<file path="src/rtl/lock_pkg.sv">
// Shared types and helpers for the keypad lock controller.
// Contents: FSM state enum (encoding is visible on state_o), special key codes,
// digit classification and entry-buffer digit insertion.
package lock_pkg;

    typedef enum logic [2:0] {
        LOCKED   = 3'd0,
        ENTRY    = 3'd1,
        CHECK    = 3'd2,
        UNLOCKED = 3'd3,
        PROG     = 3'd4,
        FAIL     = 3'd5,
        LOCKOUT  = 3'd6
    } lock_state_t;

    localparam logic [3:0] KEY_PROG  = 4'hA;
    localparam logic [3:0] KEY_CLEAR = 4'hC;
    localparam logic [3:0] KEY_ENTER = 4'hE;

    // Keys 0..9 are digits; everything above is a command or ignored.
    function automatic logic is_digit(input logic [3:0] key);
        return key <= 4'd9;
    endfunction

    // Place a digit at position cnt, first digit in the top nibble.
    function automatic logic [15:0] put_digit(input logic [15:0] entry,
                                              input logic [2:0]  cnt,
                                              input logic [3:0]  key);
        logic [15:0] r;
        r = entry;
        case (cnt)
            3'd0:    r[15:12] = key;
            3'd1:    r[11:8]  = key;
            3'd2:    r[7:4]   = key;
            3'd3:    r[3:0]   = key;
            default: r = entry;
        endcase
        return r;
    endfunction

endpackage

</file>
<file path="src/rtl/ms_timer.sv">
// Millisecond timeout timer: a cycle prescaler feeding a saturating ms counter.
// Ports: clk, rst (async, active-high); restart clears the count; load_ms is the
// timeout length in ms (0 = never expire); expire is a registered 1-cycle pulse
// whose effect lands exactly load_ms*(CLK_FREQ/1000) cycles after restart.
module ms_timer #(
    parameter int unsigned CLK_FREQ = 50_000_000,
    parameter int unsigned MAX_MS   = 10_000
) (
    input  logic                         clk,
    input  logic                         rst,
    input  logic                         restart,
    input  logic [$clog2(MAX_MS+1)-1:0]  load_ms,
    output logic                         expire
);

    localparam int unsigned TICK  = CLK_FREQ / 1000;
    localparam int unsigned PRE_W = $clog2(TICK);
    localparam int unsigned MS_W  = $clog2(MAX_MS + 1);

    logic [PRE_W-1:0] pre;
    logic [MS_W-1:0]  ms;

    // expire is raised one cycle early so the registered pulse is seen in the
    // last cycle of the interval and the consumer acts on its final edge.
    always_ff @(posedge clk or posedge rst) begin
        if (rst) begin
            pre    <= '0;
            ms     <= '0;
            expire <= 1'b0;
        end else if (restart) begin
            pre    <= '0;
            ms     <= '0;
            expire <= 1'b0;
        end else begin
            if (pre == PRE_W'(TICK - 1)) begin
                pre <= '0;
                if (ms != MS_W'(MAX_MS))
                    ms <= ms + MS_W'(1);
            end else begin
                pre <= pre + PRE_W'(1);
            end
            expire <= (load_ms != '0) && (ms == load_ms - MS_W'(1)) &&
                      (pre == PRE_W'(TICK - 2));
        end
    end

endmodule

</file>
<file path="src/rtl/keypad_lock_ctrl.sv">
// Keypad lock sequencer: assembles a 4-digit entry, checks it against the
// stored code, handles unlock/relock, error, lockout and code reprogramming.
// Ports: clk, rst (async, active-high); key_valid/key_value debounced key pulse;
// unlocked/err/alarm/prog_mode status flags; entry_buf/entry_cnt entry digits
// for the display; fail_cnt consecutive failures; state_o raw FSM state.
module keypad_lock_ctrl
    import lock_pkg::*;
#(
    parameter int unsigned CLK_FREQ         = 50_000_000,
    parameter logic [15:0] DEFAULT_CODE     = 16'h1234,
    parameter int unsigned MAX_FAILS        = 3,
    parameter int unsigned UNLOCK_MS        = 5000,
    parameter int unsigned ENTRY_TIMEOUT_MS = 5000,
    parameter int unsigned FAIL_MS          = 1000,
    parameter int unsigned LOCKOUT_MS       = 10000
) (
    input  logic        clk,
    input  logic        rst,
    input  logic        key_valid,
    input  logic [3:0]  key_value,
    output logic        unlocked,
    output logic        err,
    output logic        alarm,
    output logic        prog_mode,
    output logic [15:0] entry_buf,
    output logic [2:0]  entry_cnt,
    output logic [1:0]  fail_cnt,
    output logic [2:0]  state_o
);

    localparam int unsigned MAX_AB = (UNLOCK_MS > ENTRY_TIMEOUT_MS) ? UNLOCK_MS : ENTRY_TIMEOUT_MS;
    localparam int unsigned MAX_CD = (FAIL_MS > LOCKOUT_MS) ? FAIL_MS : LOCKOUT_MS;
    localparam int unsigned MAX_MS = (MAX_AB > MAX_CD) ? MAX_AB : MAX_CD;
    localparam int unsigned MS_W   = $clog2(MAX_MS + 1);

    lock_state_t       state, state_nxt;
    logic [15:0]       code_reg, code_nxt, buf_nxt;
    logic [2:0]        cnt_nxt;
    logic [1:0]        fail_nxt, fail_inc;
    logic              digit_ok, accepted, timer_restart, timer_expire;
    logic [MS_W-1:0]   load_ms;

    assign state_o  = state;
    assign fail_inc = fail_cnt + 2'd1;
    // A digit is only taken while the buffer still has room.
    assign digit_ok = key_valid && is_digit(key_value) && (entry_cnt != 3'd4);

    ms_timer #(
        .CLK_FREQ (CLK_FREQ),
        .MAX_MS   (MAX_MS)
    ) u_timer (
        .clk     (clk),
        .rst     (rst),
        .restart (timer_restart),
        .load_ms (load_ms),
        .expire  (timer_expire)
    );

    // Next-state, register updates and timer control.
    always_comb begin
        state_nxt = state;
        code_nxt  = code_reg;
        buf_nxt   = entry_buf;
        cnt_nxt   = entry_cnt;
        fail_nxt  = fail_cnt;
        accepted  = 1'b0;
        load_ms   = '0;

        case (state)
            LOCKED: begin
                if (digit_ok) begin
                    buf_nxt   = put_digit(entry_buf, entry_cnt, key_value);
                    cnt_nxt   = entry_cnt + 3'd1;
                    state_nxt = ENTRY;
                end
            end
            ENTRY: begin
                load_ms = MS_W'(ENTRY_TIMEOUT_MS);
                if (timer_expire) begin
                    buf_nxt   = '0;
                    cnt_nxt   = '0;
                    state_nxt = LOCKED;
                end else if (digit_ok) begin
                    buf_nxt  = put_digit(entry_buf, entry_cnt, key_value);
                    cnt_nxt  = entry_cnt + 3'd1;
                    accepted = 1'b1;
                end else if (key_valid && key_value == KEY_CLEAR) begin
                    buf_nxt   = '0;
                    cnt_nxt   = '0;
                    state_nxt = LOCKED;
                end else if (key_valid && key_value == KEY_ENTER) begin
                    state_nxt = CHECK;
                end
            end
            CHECK: begin
                buf_nxt = '0;
                cnt_nxt = '0;
                if (entry_cnt == 3'd4 && entry_buf == code_reg) begin
                    fail_nxt  = '0;
                    state_nxt = UNLOCKED;
                end else begin
                    fail_nxt  = fail_inc;
                    state_nxt = (fail_inc == 2'(MAX_FAILS)) ? LOCKOUT : FAIL;
                end
            end
            UNLOCKED: begin
                load_ms = MS_W'(UNLOCK_MS);
                if (timer_expire) begin
                    state_nxt = LOCKED;
                end else if (key_valid && key_value == KEY_PROG) begin
                    buf_nxt   = '0;
                    cnt_nxt   = '0;
                    state_nxt = PROG;
                end else if (key_valid && key_value == KEY_CLEAR) begin
                    state_nxt = LOCKED;
                end
            end
            PROG: begin
                load_ms = MS_W'(ENTRY_TIMEOUT_MS);
                if (timer_expire) begin
                    buf_nxt   = '0;
                    cnt_nxt   = '0;
                    state_nxt = LOCKED;
                end else if (digit_ok) begin
                    buf_nxt  = put_digit(entry_buf, entry_cnt, key_value);
                    cnt_nxt  = entry_cnt + 3'd1;
                    accepted = 1'b1;
                end else if (key_valid && key_value == KEY_ENTER && entry_cnt == 3'd4) begin
                    code_nxt  = entry_buf;
                    buf_nxt   = '0;
                    cnt_nxt   = '0;
                    state_nxt = UNLOCKED;
                end else if (key_valid && key_value == KEY_CLEAR) begin
                    buf_nxt   = '0;
                    cnt_nxt   = '0;
                    state_nxt = UNLOCKED;
                end
            end
            FAIL: begin
                load_ms = MS_W'(FAIL_MS);
                if (timer_expire)
                    state_nxt = LOCKED;
            end
            LOCKOUT: begin
                load_ms = MS_W'(LOCKOUT_MS);
                if (timer_expire) begin
                    fail_nxt  = '0;
                    state_nxt = LOCKED;
                end
            end
            default: begin
                buf_nxt   = '0;
                cnt_nxt   = '0;
                state_nxt = LOCKED;
            end
        endcase

        timer_restart = (state_nxt != state) || accepted;
    end

    // State and datapath registers; flags decoded from the next state.
    always_ff @(posedge clk or posedge rst) begin
        if (rst) begin
            state     <= LOCKED;
            code_reg  <= DEFAULT_CODE;
            entry_buf <= '0;
            entry_cnt <= '0;
            fail_cnt  <= '0;
            unlocked  <= 1'b0;
            err       <= 1'b0;
            alarm     <= 1'b0;
            prog_mode <= 1'b0;
        end else begin
            state     <= state_nxt;
            code_reg  <= code_nxt;
            entry_buf <= buf_nxt;
            entry_cnt <= cnt_nxt;
            fail_cnt  <= fail_nxt;
            unlocked  <= (state_nxt == UNLOCKED) || (state_nxt == PROG);
            err       <= (state_nxt == FAIL);
            alarm     <= (state_nxt == LOCKOUT);
            prog_mode <= (state_nxt == PROG);
        end
    end

endmodule

</file>
<file path="config.mk">
export PLATFORM = sky130hd
export DESIGN_NAME = keypad_lock_ctrl
export DESIGN_NICKNAME = d
export VERILOG_FILES = /design/src/rtl/lock_pkg.sv /design/src/rtl/ms_timer.sv /design/src/rtl/keypad_lock_ctrl.sv
export SDC_FILE = /design/constraint.sdc
export NUM_CORES = 1
export LEC_CHECK = 0
export CAP_MARGIN = 10
export CELL_PAD_IN_SITES_DETAIL_PLACEMENT = 1
export CELL_PAD_IN_SITES_GLOBAL_PLACEMENT = 1
export CORE_MARGIN = 2
export CORE_UTILIZATION = 38
export DETAILED_ROUTE_END_ITERATION = 8
export GPL_TIMING_DRIVEN = 0
export PLACE_DENSITY_LB_ADDON = 0.1
export SYNTH_ARGS = -nofsm -noshare
export SYNTH_HDL_FRONTEND = slang
export SYNTH_SLANG_ARGS = --single-unit
</file>
<file path="constraint.sdc">
create_clock -name clk -period 3.33 [get_ports clk]
set_clock_uncertainty 0.15 [all_clocks]
set_input_delay 0.666 -clock clk [delete_from_list [all_inputs] [get_ports clk]]
set_output_delay 0.666 -clock clk [all_outputs]
set_load 0.05 [all_outputs]
</file>
==> impl_metrics.env <==
export IMPL_outcome="finished, final reports clean"
export IMPL_vias=3568
export IMPL_io_buffers=33
export IMPL_wire_per_inst_um=17.7
export IMPL_worst_hold_slack_ns=0.360
export IMPL_max_vdd_ir_drop_mv=0.247
export IMPL_syn_to_final_growth_pct=19.5
export IMPL_slowest_delay_ns=0.39
export IMPL_worstSkewPairLatency_ns=0.34
export IMPL_cp_start_kind="flip-flop"
export IMPL_nFillCells=1268
export IMPL_ys_seq_area_share_pct=43.8
export IMPL_cpMaxStageDelayCell="dfrtp_1"
export IMPL_critPathMostFrequentCell="ha_1"
export IMPL_grt_pass1_vias=3632
export IMPL_hold_viol=0
export IMPL_reg2reg_setup_slack_ns=0.19
export IMPL_worstSetupPathType="reg2reg"
export IMPL_holdPathEnd="u_timer.pre[0]"
export IMPL_synth_distinct_cells=62
export IMPL_diodes=0
export IMPL_grt_ovfl_total=0
export IMPL_crit_arrival_ns=3.26
export IMPL_final_common_cell="dfrtp_1"
export IMPL_cpLargestDelayFamily="simple AND/OR/NAND/NOR gates"
export IMPL_drc=0
export IMPL_dp_hpwl_mm=8.47
export IMPL_drive_gt1_share_pct=12.9
export IMPL_cts_tree="done"
export IMPL_min_period_ns=3.14
export IMPL_setup_viol=0
export IMPL_ios=35
export IMPL_p_total_uw=1890
export IMPL_maxSlewHeadroom_pct=51.6
export IMPL_worstHoldStart="u_timer.pre[0]"
export IMPL_ant_nets=0
export IMPL_crit_chain="buf_2 -> nor2b_1 -> nor2_1 -> ha_1 -> ha_1 -> xor2_1 -> nand2_1 -> nor4_1 -> nand4_1 -> a221oi_1 -> and3_1"
export IMPL_gp_congestion=0.875
export IMPL_first_pass_iters=4
export IMPL_place_area_mm2=0.00483
export IMPL_cts_hold_buf=0
export IMPL_synthArstFlopShare_pct=100
export IMPL_required_ns=3.45
export IMPL_netlist_area_mm2=0.00430
export IMPL_final_area_mm2=0.00513
export IMPL_cts_setup_buffers=0
export IMPL_tightest_slew_ns=0.719
export IMPL_power_density_mw_per_mm2=369
export IMPL_period_share_pct=94.2
export IMPL_worstHoldPathCells=1
export IMPL_clk_pin_slew_ns=0.06
export IMPL_fmax_mhz=319
export IMPL_cp_max_fo=19
export IMPL_yosysWarnings=0
export IMPL_synth_main_ff_cell="dfrtp_1"
export IMPL_routed_via_density=5.54
export IMPL_cts_root_buf="clkbuf_16"
export IMPL_syn_inst=456
export IMPL_hp_class="reg2reg"
export IMPL_nNetsFinal=519
export IMPL_cts_made_buffers=9
export IMPL_die_x_um=110
export IMPL_grt_pass1_wl_mm=18.6
export IMPL_routed_wl_mm=11.4
export IMPL_cts_max_path_buffers=2
export IMPL_h_tree_depth=3
export IMPL_synth_edf_count=0
export IMPL_rr_worst_depth=11
export IMPL_fp_row_count=38
export IMPL_synthesis_nets=476
export IMPL_maxCapViolations=0
export IMPL_ys_ff_latch=75
export IMPL_p_leak_uw=0.00236
export IMPL_core_mm2=0.0109
export IMPL_grt_max_degree=46
export IMPL_r2r_end="u_timer.expire"
export IMPL_floorplan_initialDensity_pct=39.3
export IMPL_r2r_start="state_o[2]"
export IMPL_dieArea_mm2=0.0122
export IMPL_maxSlewViolCount=0
export IMPL_grt_antenna_before_repair=0
export IMPL_grt_use_total_pct=20.3
export IMPL_rsz0062_at_grt="no"
export IMPL_endpoint_kind="flip-flop"
export IMPL_clock_sinks=75
export IMPL_path_buf_inv=1
export IMPL_syn_avg_cell_area_um2=9.42
export IMPL_final_cell_mix="dfrtp_1, nor2_1, nand2_1"
export IMPL_die_height_um=110
export IMPL_drt_first_iter_violations=156
[worst register-to-register path, cell delays in order (launching register included)]
cell and delay [ns]:
dfrtp_1 0.39, buf_2 0.33, nor2b_1 0.35, nor2_1 0.13
ha_1 0.23, ha_1 0.31, xor2_1 0.13, nand2_1 0.09
nor4_1 0.38, nand4_1 0.16, a221oi_1 0.23, and3_1 0.19
[how the worst max path moves through the flow]
stage,depth (start not counted),end,start,slack (ns)
6_report,11,u_timer.expire,state_o[2],0.19
5_1_grt,11,u_timer.expire,state_o[2],0.03
4_1_cts,9,u_timer.pre[13],key_value[3],0.15
3_5_place_dp,9,u_timer.pre[13],key_value[2],-0.54
3_3_place_gp,2,code_reg[7],rst,-0.80
2_1_floorplan,12,u_timer.expire,state_o[2],0.27
[cells by family after synthesis]
logic type	count (synthesis)	synth area share (%)
adder cells (fa/ha/maj)	13	3.79
AO/OA/AOI/OAI	101	15.1
XOR/XNOR	46	9.38
flip-flops	75	43.8
AND/OR/NAND/NOR	168	20.0
buffers and inverters	36	3.52
multiplexers	17	4.43
[repair_timing]
item / CTS / global route
hold endpoints to repair: 0 / 0
gates resized for setup: 3 / 7
endpoints found under the setup margin: 27 / 9
[report_power, final]
| part | internal, uW | switching [uW] |
|---|---|---|
| registers | 912 | 0.552 |
| clock network | 527 | 393 |
| logic | 17.3 | 42.5 |
[Yosys cell counts (all sizes together) (2+ instances only)]
cell type  number  area, um2
o22ai           3       18.8
nand3          15       75.1
nor2b           4       25.0
and4            2       17.5
nand2          37        139
nor2           53        204
nor3b           2       15.0
a221oi          3       26.3
or4b            2       27.5
and3           11       72.6
and2            2       12.5
o21bai          2       15.0
o31ai           8       60.1
nor4            6       37.5
xor2           27        236
nand2b          5       31.3
a21o            4       30.0
o21a            3       22.5
mux2           16        180
o211ai          5       37.5
clkbuf         12       55.1
nor3            9       50.1
o21ai          20        100
inv            18       67.6
nand4b          2       17.5
a21oi          35        175
nand4           4       25.0
a21boi          3       22.5
or2             2       12.5
or3             4       25.0
buf             6       28.8
or4             2       18.8
nand3b          3       22.5
dfstp           5        131
ha             13        163
xnor2          19        166
a2bb2oi         3       26.3
dfrtp          70       1750
[layout make-up]
| type | count | area [um2] | area share (%) |
|---|---|---|---|
| timing repair buffer | 34 | 358 | 6.97 |
| multi-input combinational | 345 | 2290 | 44.6 |
| clock buffer | 11 | 243 | 4.73 |
| buffer | 16 | 80.1 | 1.56 |
| tap | 140 | 175 | 3.41 |
| inverter | 18 | 70.1 | 1.36 |
| sequential | 75 | 1880 | 36.7 |
| clock inverter | 5 | 37.5 | 0.731 |
[layer usage]
| metal | up-vias | wire, um | GRT usage (%) |
|---|---|---|---|
| met4 | 0 | 170 | 7.59 |
| met3 | 12 | 278 | 3.82 |
| met2 | 49 | 5450 | 32.9 |
| met5 | - | 0 | 0 |
| li1 | 1700 | - | - |
| met1 | 1807 | 5500 | 26.9 |
[through the flow]
step / setup WS, ns / std cells / TNS [ns] / utilization (%)
after floorplan: 0.268 / 456 / 0 / -
after global placement: -0.795 / 629 / -66.46 / 43.9
after detailed placement: -0.541 / 630 / -12.98 / 44.2
after CTS: 0.153 / 645 / 0 / 46.8
after global routing: 0.0317 / 644 / 0 / 46.9
final: 0.192 / 644 / 0 / 46.9
(Power assumes the default switching activity.)
